<file path="src/rtl/led_ring_driver.sv">
// led_ring_driver
// Turns a clamped encoder position into a bar-graph frame and shifts it out to a
// chain of 74HC595 shift registers. A frame is sent whenever the displayed value
// differs from the input, on a periodic refresh, and once after every reset.
// The 595 outputs stay disabled until the first frame has been latched.
module led_ring_driver #(
  parameter int NUM_LEDS       = 24,
  parameter int MAX_VALUE      = 36,
  parameter int SCLK_DIV       = 25,
  parameter int REFRESH_CYCLES = 5_000_000
) (
  input  logic       clk,
  input  logic       rst_n,
  input  logic [5:0] value,
  output logic       led_ser,
  output logic       led_srclk,
  output logic       led_rclk,
  output logic       led_oe_n,
  output logic       busy,
  output logic       frame_done
);

  localparam int IDX_W  = (NUM_LEDS > 1) ? $clog2(NUM_LEDS) : 1;
  localparam int DIV_W  = (SCLK_DIV > 1) ? $clog2(SCLK_DIV) : 1;
  localparam int REF_W  = (REFRESH_CYCLES > 1) ? $clog2(REFRESH_CYCLES) : 1;
  localparam int PROD_W = 16;

  localparam logic [5:0]       MAX_V    = 6'(MAX_VALUE);
  localparam logic [IDX_W-1:0] LAST_IDX = IDX_W'(NUM_LEDS - 1);
  localparam logic [DIV_W-1:0] DIV_LAST = DIV_W'(SCLK_DIV - 1);
  localparam logic [REF_W-1:0] REF_LAST = REF_W'((REFRESH_CYCLES > 0) ? REFRESH_CYCLES - 1 : 0);

  localparam logic [1:0] S_IDLE     = 2'd0;
  localparam logic [1:0] S_SHIFT_LO = 2'd1;
  localparam logic [1:0] S_SHIFT_HI = 2'd2;
  localparam logic [1:0] S_LATCH    = 2'd3;

  logic [1:0]       r_state;
  logic [DIV_W-1:0] r_div;
  logic [IDX_W-1:0] r_bit_idx;
  logic [5:0]       r_snap;
  logic [5:0]       r_shown;
  logic             r_shown_valid;
  logic [REF_W-1:0] r_ref_cnt;
  logic             r_ref_pending;
  logic             r_ser;
  logic             r_srclk;
  logic             r_rclk;
  logic             r_oe_n;
  logic             r_busy;
  logic             r_frame_done;

  logic [5:0] w_v;
  logic       w_div_last;
  logic       w_start;

  // LED idx is lit when v*NUM_LEDS >= (idx+1)*MAX_VALUE; constant multiplies only.
  function automatic logic led_lit(input logic [5:0] v, input logic [IDX_W-1:0] idx);
    logic [PROD_W-1:0] lhs;
    logic [PROD_W-1:0] rhs;
    lhs = PROD_W'(v) * PROD_W'(NUM_LEDS);
    rhs = (PROD_W'(idx) + PROD_W'(1)) * PROD_W'(MAX_VALUE);
    return lhs >= rhs;
  endfunction

  assign w_v        = (value > MAX_V) ? MAX_V : value;
  assign w_div_last = (r_div == DIV_LAST);
  assign w_start    = (r_state == S_IDLE) &&
                      (!r_shown_valid || (w_v != r_shown) || r_ref_pending);

  // Frame sequencer: pacing divider, bit index and all registered 595 pins.
  always_ff @(posedge clk or negedge rst_n) begin
    if (!rst_n) begin
      r_state       <= S_IDLE;
      r_div         <= '0;
      r_bit_idx     <= '0;
      r_snap        <= '0;
      r_shown       <= '0;
      r_shown_valid <= 1'b0;
      r_ser         <= 1'b0;
      r_srclk       <= 1'b0;
      r_rclk        <= 1'b0;
      r_oe_n        <= 1'b1;
      r_busy        <= 1'b0;
      r_frame_done  <= 1'b0;
    end else begin
      // NOTE: non-blocking assignments here, so every branch reads the pre-edge
      // register values regardless of statement order.
      r_frame_done <= 1'b0;
      case (r_state)
        S_IDLE: begin
          r_div <= '0;
          if (w_start) begin
            // The first bit comes straight from w_v because r_snap is loaded on this edge.
            r_snap    <= w_v;
            r_bit_idx <= LAST_IDX;
            r_ser     <= led_lit(w_v, LAST_IDX);
            r_srclk   <= 1'b0;
            r_busy    <= 1'b1;
            r_state   <= S_SHIFT_LO;
          end
        end
        S_SHIFT_LO: begin
          if (w_div_last) begin
            r_div   <= '0;
            r_srclk <= 1'b1;
            r_state <= S_SHIFT_HI;
          end else begin
            r_div <= r_div + DIV_W'(1);
          end
        end
        S_SHIFT_HI: begin
          if (w_div_last) begin
            r_div   <= '0;
            r_srclk <= 1'b0;
            if (r_bit_idx == '0) begin
              r_rclk  <= 1'b1;
              r_state <= S_LATCH;
            end else begin
              r_bit_idx <= r_bit_idx - IDX_W'(1);
              r_ser     <= led_lit(r_snap, r_bit_idx - IDX_W'(1));
              r_state   <= S_SHIFT_LO;
            end
          end else begin
            r_div <= r_div + DIV_W'(1);
          end
        end
        default: begin // S_LATCH
          if (w_div_last) begin
            r_div         <= '0;
            r_rclk        <= 1'b0;
            r_shown       <= r_snap;
            r_shown_valid <= 1'b1;
            r_oe_n        <= 1'b0;
            r_frame_done  <= 1'b1;
            r_busy        <= 1'b0;
            r_state       <= S_IDLE;
          end else begin
            r_div <= r_div + DIV_W'(1);
          end
        end
      endcase
    end
  end

  // Refresh timer: free-running in every state, restarted whenever a frame starts.
  always_ff @(posedge clk or negedge rst_n) begin
    if (!rst_n) begin
      r_ref_cnt     <= '0;
      r_ref_pending <= 1'b0;
    end else if (REFRESH_CYCLES == 0) begin
      r_ref_cnt     <= '0;
      r_ref_pending <= 1'b0;
    end else if (w_start) begin
      r_ref_cnt     <= '0;
      r_ref_pending <= 1'b0;
    end else if (r_ref_cnt == REF_LAST) begin
      r_ref_cnt     <= '0;
      r_ref_pending <= 1'b1;
    end else begin
      r_ref_cnt <= r_ref_cnt + REF_W'(1);
    end
  end

  assign led_ser    = r_ser;
  assign led_srclk  = r_srclk;
  assign led_rclk   = r_rclk;
  assign led_oe_n   = r_oe_n;
  assign busy       = r_busy;
  assign frame_done = r_frame_done;

endmodule

</file>
<file path="config.mk">
export PLATFORM = sky130hd
export DESIGN_NAME = led_ring_driver
export DESIGN_NICKNAME = d
export VERILOG_FILES = /design/src/rtl/led_ring_driver.sv
export SDC_FILE = /design/constraint.sdc
export NUM_CORES = 1
export LEC_CHECK = 0
export CAP_MARGIN = 20
export CORE_MARGIN = 5
export CORE_UTILIZATION = 65
export DETAILED_ROUTE_END_ITERATION = 12
export PLACE_DENSITY = 0.84
export SYNTH_ARGS = -nofsm -noshare
export SYNTH_HDL_FRONTEND = slang
export SYNTH_SLANG_ARGS = --single-unit
</file>
<file path="constraint.sdc">
create_clock -name clk -period 6 [get_ports clk]
set_input_delay 0.6 -clock clk [delete_from_list [all_inputs] [get_ports clk]]
set_output_delay 0.6 -clock clk [all_outputs]
set_load 0.02 [all_outputs]
</file>
==> results.sh, run 1 <==
export IMPL_status="finished clean"
export IMPL_drt_iter0_markers=122
export IMPL_nFillCells=419
export IMPL_cts_tree="yes"
export IMPL_path_max_fanout=10
export IMPL_area_growth_synth_to_final_pct=8.07
export IMPL_worst_path_largest_cell_delay_ns=0.51
export IMPL_critPathCaptureType="flip-flop"
export IMPL_setup_viol=0
export IMPL_viasPerCell=5.85
export IMPL_critPathKind="flip-flop to flip-flop"
export IMPL_vias=2737
export IMPL_synthArstFlopShare_pct=100
export IMPL_clk_pin_slew_ns=0.09
export IMPL_grt_max_degree=56
export IMPL_diodes=0
export IMPL_wl_mm=6.81
export IMPL_crit_slowest_cell="or3b_2"
export IMPL_nets=437
export IMPL_grt_pass1_wl_mm=12.1
export IMPL_cts_buffers=5
export IMPL_ys_ff_latch=55
export IMPL_max_freq_ghz=0.229
export IMPL_timing_hold_ws_ns=0.409
export IMPL_die_w_um=84.4
export IMPL_cts_hold_buf=0
export IMPL_critPathLaunch="r_bit_idx[0]"
export IMPL_fin_cells=468
export IMPL_max_cap_violations=0
export IMPL_synth_top_area_share_pct=37.6
export IMPL_power_mw=0.664
export IMPL_ios=14
export IMPL_htreeDepth=2
export IMPL_yosysTopAreaCell="dfrtp_1"
export IMPL_portBuffers=13
export IMPL_final_layout_size_suffix_gt1_share_pct=6.31
export IMPL_max_slew_margin_pct=54.9
export IMPL_track_usage_pct=20.6
export IMPL_dp_cells=460
export IMPL_drc_errors=0
export IMPL_tns_ns=0
export IMPL_rsz0062_at_grt="no"
export IMPL_ant_nets=0
export IMPL_synth_cell_type_count=58
export IMPL_final_common_cell="dfrtp_1"
export IMPL_cp_top_family="adder cells"
export IMPL_drv_slew=0
export IMPL_r2r_start="r_bit_idx[0]"
export IMPL_overflow=0
export IMPL_cts_buffer_depth=2
export IMPL_powerDensity_nw_per_um2=171
export IMPL_synth_nets=428
export IMPL_leakagePower_nw=1.85
export IMPL_synth_edf_count=0
export IMPL_synth_avg_cell_area_um2=9.32
export IMPL_synthCells=386
export IMPL_period_needed_ns=4.36
export IMPL_worstPathCellList="inv_1 -> ha_1 -> or3b_2 -> nor2_1 -> a21oi_1 -> xnor2_1 -> ha_1 -> ha_1 -> fa_1 -> inv_1 -> ha_1 -> nor3_1 -> o21bai_1 -> a31o_2 -> a31o_2 -> mux2_1"
export IMPL_finalClockSkew_ns=0.0116
export IMPL_min_period_over_period_pct=72.7
export IMPL_vdd_drop_max_v=0.000194
export IMPL_synth_ff_type="dfrtp_1"
export IMPL_syn_area_um2=3600
export IMPL_start_util_pct=66.2
export IMPL_ys_warn_count=0
export IMPL_synth_area_leaders="dfrtp_1, ha_1, xor2_1, nor2_1, nand2_1"
export IMPL_gp_congestion=0.863
export IMPL_first_pass_iters=4
export IMPL_grt_pass1_vias=2718
export IMPL_start_kind="flip-flop"
export IMPL_cts_root_buf="clkbuf_8"
export IMPL_cp_common_cell="ha_1"
export IMPL_post_cts_buffers=0
export IMPL_post_dp_hpwl_mm=5.09
export IMPL_wl_per_cell_um=14.6
export IMPL_worstPathRequired_ns=6.20
export IMPL_worst_slew_pin_transition_ns=0.675
export IMPL_cp_num_buf_inv=2
export IMPL_cp_arrival_ns=4.56
export IMPL_antenna_found_initial=0
export IMPL_clk_insertion_delay_late_ns=0.31
export IMPL_die_area_um2=7120
export IMPL_final_hold_violation_count=0
export IMPL_mostFrequentLayoutCells="dfrtp_1, nor2_1, nand2_1"
export IMPL_rows=27
export IMPL_core_um2=5440
export IMPL_cts_sinks=55
export IMPL_yosysSeqAreaShare_pct=38.3
export IMPL_worstHoldPathType="input port to asynchronous set/reset pin"
export IMPL_fp_dieH_um=84.4
export IMPL_cts_resized=0
sequential cells by signal (all words and copies together) (netlist names):
name and cells:
busy 1, frame_done 1, led_oe_n 1, led_rclk 1, led_ser 1, led_srclk 1
r_bit_idx 5, r_div 5, r_ref_cnt 23, r_ref_pending 1, r_shown 6, r_shown_valid 1
r_snap 6, r_state 2
path summary, 6_finish.rpt:
check                                 to  slack (ns)  cells past startpoint
min in group clk           r_shown_valid        0.49                      1
max                              led_ser        1.64                     16
min                           frame_done        0.41                      2
max reg2reg                      led_ser        1.64                     16
max in group asynchronous     r_shown[5]        5.15                      2
min reg2reg                r_shown_valid        0.49                      1
report_power, final:
part / internal (mW) / switching [mW] / leakage (nW) / total, mW
sequential: 0.370 / 0 / 0.722 / 0.370
clock: 0.137 / 0.118 / 0.0618 / 0.255
combinational: 0.0142 / 0.0239 / 1.06 / 0.0380
total: 0.522 / 0.142 / 1.85 / 0.664
per-layer routing:
layer	wire (um)	GRT usage [%]	vias to the layer above
li1	-	-	1352
met5	0	0	-
met4	113	7.34	0
met3	219	3.04	13
met1	3190	26.5	1318
met2	3290	35.4	54
cells in the mapped netlist, types with 4 or more instances:
| cell | count |
|---|---|
| dfrtp_1 | 54 |
| nor2_1 | 46 |
| nand2_1 | 38 |
| ha_1 | 31 |
| inv_1 | 22 |
| xor2_1 | 22 |
| nand3_1 | 17 |
| xnor2_1 | 16 |
| a21oi_1 | 12 |
| o21ai_0 | 12 |
| clkbuf_1 | 9 |
| nor3_1 | 9 |
| nor2b_1 | 8 |
| nand4_1 | 7 |
| nand2b_1 | 5 |
| and2_1 | 4 |
| and3_1 | 4 |
| mux2_1 | 4 |
| nand3b_1 | 4 |
cell families (layout without fill, tap and decap cells):
family                     after synthesis  in the layout  share of synthesized area, %
DFF                                     55             55                          38.3
xor gates and xnor gates                39             39                          9.70
muxes                                    7              7                          2.16
and+or+nand+nor                        159            159                          22.3
buffers and inverters                   34             44                          3.79
AOI/OAI and AO/OA                       58             58                          11.4
adders and majority gates               34             34                          12.4
through the flow:
stage / setup WS [ns] / util [%] / area (um^2)
6_report: 1.64 / 71.5 / 3890
5_1_grt: 1.31 / 71.5 / 3890
4_1_cts: 1.62 / 71.5 / 3890
3_5_place_dp: 1.63 / 69.3 / 3770
3_3_place_gp: 1.88 / 69.3 / 3770
2_1_floorplan: 1.92 / - / 3600
layout make-up:
type / count / area [um^2] / share of cell area [%]
tap: 72 / 90.1 / 2.32
clock inverter: 2 / 38.8 / 0.997
timing repair buffer: 14 / 133 / 3.41
sequential: 55 / 1380 / 35.4
clock buffer: 6 / 82.6 / 2.12
multi-input combinational: 297 / 2080 / 53.6
inverter: 22 / 82.6 / 2.12
(Power assumes the default switching activity.)
==> inputs of run 2 (changes only) <==
CORE_UTILIZATION = 55   (was 65)
PLACE_DENSITY = 0.76   (was 0.84)
clock period = 3.5 ns   (was 6 ns; I/O delays follow)
==> run 2 against run 1 <==
Compared with the run above:
- cell count grew 5.3%
- design area grew 7.6%
- clock power rose by 37%
- the flow now finishes with violations (setup timing)
==> results.sh, run 2 (synthesized netlist as in run 1, its figures left out) <==
export IMPL_clk_insertion_delay_late_ns=0.31
export IMPL_finalClockSkew_ns=0.0113
export IMPL_combPwrFrac_pct=6.3
export IMPL_viasPerCell=5.72
export IMPL_worstHoldPathType="input port to asynchronous set/reset pin"
export IMPL_max_freq_ghz=0.271
export IMPL_use_met3_pct=2.92
export IMPL_cts_buffer_depth=2
export IMPL_leakagePower_nw=1.94
export IMPL_r2r_end="led_ser"
export IMPL_rows=29
export IMPL_start_util_pct=56.7
export IMPL_max_cap_violations=0
export IMPL_grtUsageMet2_pct=33.1
export IMPL_worstPathCellList="inv_4 -> ha_4 -> or3b_4 -> nor2_4 -> a21oi_2 -> xnor2_2 -> ha_1 -> ha_2 -> fa_2 -> xnor2_2 -> ha_2 -> nor3_2 -> nand3_1 -> a31o_2 -> a31o_2 -> mux2_4"
export IMPL_grt_use_met1_pct=23.7
export IMPL_layout_setup_ws_ns=-0.190
export IMPL_core_um2=6350
export IMPL_fp_dieH_um=90.9
export IMPL_antenna_found_initial=0
export IMPL_worst_slew_pin_transition_ns=0.815
export IMPL_powerDensity_nw_per_um2=251
export IMPL_mostFrequentLayoutCells="dfrtp_1, nor2_1, nand2_1"
export IMPL_status="complete, but fails checks"
export IMPL_grt_pass1_wl_mm=13.0
export IMPL_rsz0062_at_grt="yes"
export IMPL_portBuffers=13
export IMPL_ant_nets=0
export IMPL_vdd_drop_max_v=0.000216
export IMPL_first_pass_iters=4
export IMPL_internal_power_mw=0.800
export IMPL_cp_top_family="adder cells"
export IMPL_overflow=0
export IMPL_die_w_um=90.9
export IMPL_busiest_layer="met2"
export IMPL_wl_mm=7.44
export IMPL_cp_arrival_ns=3.89
export IMPL_violations="setup timing"
export IMPL_clk_pin_slew_ns=0.10
export IMPL_htreeDepth=2
export IMPL_p_sw_share_pct=23.8
export IMPL_regMostFlops="r_ref_cnt"
export IMPL_final_common_cell="dfrtp_1"
export IMPL_worst_path_largest_cell_delay_ns=0.43
export IMPL_drt_iter0_markers=181
export IMPL_grt_max_degree=38
export IMPL_path_max_fanout=3
export IMPL_diodes=0
export IMPL_p_sw_mw=0.250
export IMPL_worstPathRequired_ns=3.70
export IMPL_setup_viol=1
export IMPL_critPathCaptureType="flip-flop"
export IMPL_max_slew_margin_pct=45.7
export IMPL_post_dp_hpwl_mm=5.49
export IMPL_cts_sinks=55
export IMPL_final_hold_violation_count=0
export IMPL_drc_errors=0
export IMPL_r2r_start="r_bit_idx[0]"
export IMPL_area_growth_synth_to_final_pct=16.3
export IMPL_pwr_share_clk_pct=33.2
export IMPL_cts_buffers=5
export IMPL_critPathKind="flip-flop to flip-flop"
export IMPL_r2r_slack_ns=-0.19
export IMPL_period_needed_ns=3.69
export IMPL_vias=2821
export IMPL_start_kind="flip-flop"
export IMPL_pre_cts_ws_ns=-0.171
export IMPL_reg2reg_depth=16
export IMPL_die_area_um2=8260
export IMPL_wl_per_cell_um=15.1
export IMPL_cts_root_buf="clkbuf_8"
export IMPL_drv_slew=0
export IMPL_nets=457
export IMPL_largest_reg_flops=23
export IMPL_tns_ns=-0.190
export IMPL_reg_largest_list="r_ref_cnt x23, r_shown x6, r_snap x6"
export IMPL_min_period_over_period_pct=105
export IMPL_cts_tree="yes"
export IMPL_crit_slowest_cell="dfrtp_1"
export IMPL_grt_pass1_vias=2836
export IMPL_gp_congestion=0.847
export IMPL_final_layout_size_suffix_gt1_share_pct=17.5
export IMPL_power_frac_seq_pct=60.5
export IMPL_ios=14
export IMPL_track_usage_pct=18.8
export IMPL_cp_num_buf_inv=1
[run 2: cell types whose count changed in the layout (fill, tap and decap cells not counted), sizes merged]
| cell | previous run | this run |
|---|---|---|
| bufinv | 1 | 0 |
| clkinv | 0 | 1 |
| inv | 23 | 22 |
| clkinvlp | 0 | 1 |
| buf | 2 | 22 |
[run 2: how the worst max path moves through the flow]
stage	startpoint	to	slack [ns]	depth (start not counted)
floorplan	r_bit_idx[0]	led_ser	-0.24	17
global placement	r_bit_idx[0]	led_ser	-0.14	19
detailed placement	r_bit_idx[0]	led_ser	-0.17	19
CTS	r_bit_idx[0]	led_ser	-0.13	16
global route	r_bit_idx[1]	led_ser	-0.34	16
finish	r_bit_idx[0]	led_ser	-0.19	16
[run 2: layer usage]
| metal | part of all wire [%] | up-vias |
|---|---|---|
| met1 | 43 | 1363 |
| met3 | 3.9 | 15 |
| met4 | 2.1 | 0 |
| li1 | - | 1383 |
| met2 | 51 | 60 |
| met5 | 0 | - |
[run 2: what timing repair did]
action,CTS,global route
setup buffers,0,3
setup endpoints to repair,1,1
pin swaps,3,14
hold buffers,0,0
gates resized for setup,9,20
[run 2: final cells by class]
class                           instances  area, um^2
Clock buffer                            6        72.6
Clock inverter                          2        12.5
Fill cell                             503        2170
Inverter                               22        85.1
Multi-Input combinational cell        297        2260
Sequential cell                        55        1380
Tap cell                               77        96.3
Timing Repair Buffer                   34         283
[run 2: power groups by stage]
| stage | sequential, mW | combinational, mW | clock (mW) |
|---|---|---|---|
| final | 0.635 | 0.0660 | 0.349 |
| after global routing | 0.635 | 0.0744 | 0.382 |
| after CTS | 0.635 | 0.0663 | 0.354 |
| after detailed placement | 0.647 | 0.0662 | 0 |
| after global placement | 0.647 | 0.0639 | 0 |
| after floorplan | 0.648 | 0.0351 | 0 |
[run 2: per-stage QoR]
stage | instances | area, um^2 | hold WS, ns | util [%] | power [mW]
global route | 493 | 4180 | 0.185 | 65.9 | 1.09
CTS | 490 | 4060 | 0.157 | 63.9 | 1.06
floorplan | 386 | 3630 | 0.0544 | - | 0.683
detailed placement | 482 | 3920 | 0.453 | 61.8 | 0.714
global placement | 482 | 3920 | 0.452 | 61.8 | 0.711
finish | 493 | 4180 | 0.131 | 65.9 | 1.05
